File: src/rtl/cpu_pkg.sv
// cpu_pkg: shared types and constants for the EX-stage divide sequencer.
package cpu_pkg;
  typedef enum logic [1:0] {IDLE, RUN, DONE} div_state_t;
  localparam logic [31:0] DIVZERO_LO = 32'hFFFF_FFFF;
  localparam int DIV_MAX_CYCLES = 40;
  function automatic int cnt_width(input int max_cycles);
    return $clog2(max_cycles + 1);
  endfunction
endpackage

File: src/rtl/div_sequencer.sv
// div_sequencer: launches the iterative divider for a DIV/DIVU in EX, stalls the
// front end until {HI,LO} is ready, and handles flush, divide-by-zero and watchdog.
module div_sequencer
  import cpu_pkg::*;
#(
  parameter int MAX_CYCLES = DIV_MAX_CYCLES
) (
  input  logic        clk,
  input  logic        rst,
  input  logic        div_reqE,
  input  logic        div_signedE,
  input  logic [31:0] opaE,
  input  logic [31:0] opbE,
  input  logic        flushE,
  input  logic        holdM,
  output logic        div_start,
  output logic        div_annul,
  output logic        div_signed,
  output logic [31:0] div_opa,
  output logic [31:0] div_opb,
  input  logic [63:0] div_result,
  input  logic        div_ready,
  output logic        stall_div,
  output logic        result_valid,
  output logic [63:0] resultE,
  output logic        div_timeout
);
  localparam int CW = cnt_width(MAX_CYCLES);
  div_state_t state_q, state_d;
  logic [CW-1:0] cnt_q, cnt_d;
  logic [31:0] opa_q, opa_d, opb_q, opb_d;
  logic [63:0] res_q, res_d;
  logic sgn_q, sgn_d, start_q, start_d, annul_q, annul_d, to_q, to_d;
  logic accept;
  assign accept = div_reqE & ~flushE;
  always_comb begin
    state_d = state_q;
    cnt_d   = cnt_q;
    opa_d   = opa_q;
    opb_d   = opb_q;
    sgn_d   = sgn_q;
    res_d   = res_q;
    to_d    = to_q;
    start_d = 1'b0;
    annul_d = 1'b0;
    unique case (state_q)
      IDLE: begin
        if (accept && opbE != 32'd0) begin
          opa_d   = opaE;
          opb_d   = opbE;
          sgn_d   = div_signedE;
          cnt_d   = '0;
          start_d = 1'b1;
          state_d = RUN;
        end else if (accept) begin
          res_d   = {opaE, DIVZERO_LO};
          state_d = DONE;
        end
      end
      RUN: begin
        cnt_d = cnt_q + CW'(1);
        // a divider that finished in the flush cycle needs no abort
        if (flushE) begin
          annul_d = ~div_ready;
          state_d = IDLE;
        end else if (div_ready) begin
          res_d   = div_result;
          state_d = DONE;
        end else if (cnt_q == CW'(MAX_CYCLES - 1)) begin
          annul_d = 1'b1;
          res_d   = '0;
          to_d    = 1'b1;
          state_d = DONE;
        end
      end
      DONE: state_d = (flushE || !holdM) ? IDLE : DONE;
      default: state_d = IDLE;
    endcase
  end
  always_ff @(posedge clk) begin
    if (!rst) begin
      state_q <= IDLE;
      cnt_q   <= '0;
      opa_q   <= '0;
      opb_q   <= '0;
      sgn_q   <= 1'b0;
      res_q   <= '0;
      to_q    <= 1'b0;
      start_q <= 1'b0;
      annul_q <= 1'b0;
    end else begin
      state_q <= state_d;
      cnt_q   <= cnt_d;
      opa_q   <= opa_d;
      opb_q   <= opb_d;
      sgn_q   <= sgn_d;
      res_q   <= res_d;
      to_q    <= to_d;
      start_q <= start_d;
      annul_q <= annul_d;
    end
  end
  assign div_start    = start_q;
  assign div_annul    = annul_q;
  assign div_signed   = sgn_q;
  assign div_opa      = opa_q;
  assign div_opb      = opb_q;
  assign resultE      = res_q;
  assign div_timeout  = to_q;
  assign result_valid = state_q == DONE;
  assign stall_div    = state_q == RUN || (state_q == IDLE && accept);
endmodule

File: config.mk
export PLATFORM = sky130hd
export DESIGN_NAME = div_sequencer
export DESIGN_NICKNAME = d
export VERILOG_FILES = /design/src/rtl/cpu_pkg.sv /design/src/rtl/div_sequencer.sv
export SDC_FILE = /design/constraint.sdc
export NUM_CORES = 1
export LEC_CHECK = 0
export BUFFER_PORTS_ARGS = -buffer_cell sky130_fd_sc_hd__buf_4
export CAP_MARGIN = 20
export CORE_ASPECT_RATIO = 0.9
export CORE_MARGIN = 4
export CORE_UTILIZATION = 47
export CTS_CLUSTER_SIZE = 14
export DETAILED_ROUTE_END_ITERATION = 8
export PLACE_DENSITY = 0.76
export SKIP_CTS_REPAIR_TIMING = 1
export SYNTH_ARGS = -nofsm -noshare
export SYNTH_HDL_FRONTEND = slang
export SYNTH_SLANG_ARGS = --single-unit
File: constraint.sdc
create_clock -name clk -period 2.63 [get_ports clk]
set_clock_uncertainty 0.15 [all_clocks]
set_input_delay 0.3945 -clock clk [delete_from_list [all_inputs] [get_ports clk]]
set_output_delay 0.3945 -clock clk [all_outputs]
set_load 0.01 [all_outputs]
======== Word level (Yosys, flattened, before mapping) ========
Index checks and enable logic that the tools add are counted.
storage, ports and cells
  input port bits ......................... 135
  register bits ........................... 140
  word-level logic and storage cells ...... 57
  output and inout port bits .............. 134
cells by class
  muxes and demuxes ....................... 19
  add/sub/neg operators ................... 1
  eq/ne operators ......................... 10
  bitwise logic cells ..................... 3
  reductions and logical operators ........ 15
operators by type and width
  cell                                                                    number
  64-bit two-way mux                                                      5
  64-bit case mux with 2 select lines                                     1
  32-bit nonzero test                                                     1
  2-bit two-way mux                                                       6
  6-bit case mux with 2 select lines                                      1
  2-bit AND reduction                                                     5
  2-bit inequality test (second input constant)                           4
  6-bit by 1-bit adder with 6-bit output (second input constant)          1
  6-bit equality test (second input constant)                             1
  6-bit two-way mux                                                       1
  3-bit inequality test (second input constant)                           2
  2-bit case mux with 3 select lines                                      1
  5-bit AND reduction                                                     1
  1-bit two-way mux                                                       4
  4-bit inequality test (second input constant)                           1
  4-bit AND reduction                                                     1
  2-bit by 1-bit equality test with 1-bit output (second input constant)  1
  2-bit equality test (second input constant)                             1
  1-bit logical AND                                                       2
  2-bit logical NOT                                                       1
  1-bit logical OR                                                        2
  1-bit inverter                                                          2
  2-bit nonzero test                                                      1
  1-bit AND                                                               1
  1-bit logical NOT                                                       1

======== Depth between registers and ports, before layout ========
  depth after elaboration ................. 5
  depth in mapped cells ................... 8
  gate-level depth less buffers ........... 5

======== Worst setup path after synthesis ========
OpenSTA, ideal clock, no wires.
  path kind ............................... input port to flip-flop
  start ................................... input opbE[27]
  end ..................................... register state_q[0]
  buffers on the path ..................... 3
  library setup time ...................... 0.115 ns
  stages .................................. 7
  setup slack ............................. 0.707 ns
  required time ........................... 2.365 ns
  arrival ................................. 1.659 ns
  path through ............................ nor4_1 > nand4_1 > o21a_1 > buf_2 > buf_4 > buf_2 > o21a_1
on the way
  longest elaborated chain between the ends .. 4
  elaborated cells between the ends (all ways) .. 6
  those cells by class .................... eq/ne: 1; mux: 2; reduce/logical: 3
ends and longest elaborated chain
  what                                                                              line                 source
  from (decl)                                                                       div_sequencer.sv:13  input logic [31:0] opbE,
  32-bit nonzero test *                                                             div_sequencer.sv:48  if (accept && opbE != 32'd0) begin
  1-bit logical AND *                                                               div_sequencer.sv:48
  2-bit two-way mux / 3-bit inequality test (equally long branches)                 --
  2-bit case mux with 3 select lines / 2-bit AND reduction (equally long branches)  --
  to (signal assigned)                                                              div_sequencer.sv:92  state_q <= state_d;
  to (decl)                                                                         div_sequencer.sv:29  div_state_t state_q, state_d;
Every way passes the cells marked *; elsewhere a longest branch is shown, timed or not.
A chain may end at the register's enable or synchronous reset.

======== Worst setup path in the final report ========
  start ................................... input opbE[27]
  end ..................................... register cnt_q[4]
on the way
  longest elaborated chain between the ends .. 4
ends and longest elaborated chain
  what                                    line                 source
  32-bit nonzero test                     div_sequencer.sv:48
  1-bit logical AND                       div_sequencer.sv:48
  2-bit inequality test (no source line)  --
  2-bit AND reduction (no source line)    --
  to (signal assigned)                    div_sequencer.sv:93  cnt_q <= cnt_d;
  to (decl)                               div_sequencer.sv:30  logic [CW-1:0] cnt_q, cnt_d;
Every way passes these cells.

==> key figures <==
Outcome
  – Status: complete, no violations

STA
  – Setup TNS: 0 ns
  – Min Tclk post-route: 2.19 ns
  – Worst-margin pin slew: 0.478 ns
  – Max Slew Vio Count: 0
  – Max Clk Rate: 0.458 GHz
  – Worst slew margin: 67.8%
  – Final setup viols: 0
  – Worst hold slack: 0.0951 ns
  – Tcrit/Tclk final: 83.1%
  – RSZ-0062 raised after global routing: no
  – Hold Fails Final Rpt: 0
  – Final WS setup: 0.445 ns

Clock tree
  – Root Driver: clkbuf_16
  – CTS tree: yes
  – H-tree depth: 4
  – Clk pin slew, worst setup/hold paths: 0.06 ns
  – Clock Sinks: 140
  – TritonCTS buffer count: 17
  – Clock latency on the worst-skew pair: 0.41 ns
  – CTS Buffer Depth: 2

Routing
  – Wire per inst: 17.9 µm
  – Violation count after the first detailed-route iteration: 617
  – Total Routed Length: 19200 µm
  – DRT Pass-1 Iters: 5
  – Routed vias/inst: 5.49
  – Vias post-DR: 5887
  – DRC Markers: 0
  – DRT antenna net count: 0

Power and ir drop
  – Worst vdd ir: 0.456 mV
  – PwrDens: 638 nW/µm²
  – Leakage power: 3.68 nW
  – Total Power: 5.45 mW

Synth
  – Syn avg cell area: 8.87 µm²
  – Synthesized cell area: 5840 µm²
  – Ys flop type: dfxtp_1
  – Synth cell types: 31
  – Syn. warnings: 0
  – Post-synthesis net count: 794
  – Fraction of registers with async set/reset: 0%
  – Sequential share of the synthesized area: 48.0%
  – Post-synthesis cell count: 658
  – Post-synth EDFFs: 0
  – Number of synthesized register bits: 140

Placement
  – Routability cong.: 0.901
  – Pre-CTS setup slack: 0.0670 ns
  – Cell count after placement: 1041
  – # port buffers: 268
  – Cell Area, Placed: 7980 µm²
  – Dpl hpwl: 14000 µm

Finish
  – Final Non-Filler Cells: 1072
  – Diode count: 0
  – Final nets: 1036
  – Fraction of layout instances using a drive strength above 1: 35.6%
  – Final standard cell area without fillers: 8550 µm²
  – Layout area overhead: 46.4%
  – Util after Layout: 70.5%

Hold path
  – HP Class: primary input to flip-flop

Floorplanning
  – Die area: 14300 µm²
  – Die span in y: 114 µm
  – Initial core utilization: 48.2%
  – Placeable Area: 12100 µm²
  – Number of I/O pins: 269
  – Die X: 125 µm
  – Num rows: 38

Setup path
  – Setup CP Type: primary input to flip-flop
  – Crit Path Max Fanout: 28
  – Worst EP arrival: 2.38 ns
  – Critical Path RT: 2.82 ns
  – CP Capture Type: flip-flop
  – Startpoint types: primary input

GRT
  – GRT Residual Overflow: 0
  – Largest net degree at the start of global routing: 73
  – Antenna violations before repair: 0
  – Vias in the first global route: 5739
  – GRT Overall Usage: 26.4%
  – First-pass GRT wire length: 30300 µm

Job
  – Max_cap viols: 0
worst max-delay path, stage by stage:
cell and delay [ns]:
buf_4 0.12, nor4_1 0.46, buf_4 0.19, nand4_1 0.24
o21ai_4 0.26, buf_4 0.34, nand2_1 0.17, a31oi_1 0.20
synthesized netlist by cell type (all sizes together) (3+ instances only):
cell type	instances	area, µm²
buf	16	125
o21ai	9	48.8
a21boi	66	495
o21a	3	22.5
clkbuf	47	178
nor4	11	68.8
dfxtp	140	2800
nand3	68	340
nor2	7	26.3
nand2	170	638
a21oi	3	15.0
a31oi	4	25.0
nand4	3	18.8
and2	34	213
o221a	64	721
kinds of logic after synthesis:
group	share of synthesized area, %
and+or+nand+nor	23.5
AOI/OAI and AO/OA	22.9
DFF	48.0
adders and majority gates	0.214
buffers and inverters	5.31
sequential cells by signal, summed over array words and instances (netlist names):
name / cells
resultE: 64
div_opa: 32
div_opb: 32
cnt_q: 6
state_q: 2
div_annul: 1
div_signed: 1
div_start: 1
div_timeout: 1
layout make-up:
type	instances	area [µm²]
clock inverter	6	60.1
multi-input combinational	453	2760
timing repair buffer	286	2210
tap	160	200
fill	938	3570
clock buffer	25	505
inverter	2	7.51
sequential	140	2800
report_power, final:
part           switching (mW)  internal [mW]  leakage [nW]  total (mW)
logic                   0.408          0.450          2.26       0.858
clock network           0.849           1.42         0.275        2.26
registers              0.0783           2.25          1.15        2.33
per-layer routing:
layer / wire length [µm] / GRT usage (%)
met1: 7790 / 32.8
met2: 9140 / 42.4
met3: 1830 / 9.08
met4: 439 / 10.2
met5: 0 / 0
placed cells by master, fill, tap and decap left out, drive strengths merged:
master,instances
nand2,170
and2,34
ha,1
nor3b,1
or2,1
nor4,11
nor2b,2
and4,1
nand3,68
nor3,1
a21boi,66
dfxtp,140
nor4b,1
nand3b,1
clkbuf,25
o21a,3
o21ai,9
bufinv,1
nand2b,1
a31oi,4
inv,2
nand4,3
nor2,7
o221a,64
a21oi,3
clkinvlp,2
o2111a,1
clkinv,3
buf,286
worst paths after layout:
check        slack, ns           to  startpoint  depth (start not counted)
max               0.44     cnt_q[4]    opbE[27]                          8
min                0.1  div_opb[19]    opbE[19]                          3
max reg2reg       0.50  resultE[36]    cnt_q[0]                          6
min reg2reg       0.31   div_opa[3]  div_opa[3]                          2
No activity file was read; power rests on OpenSTA's default activity.
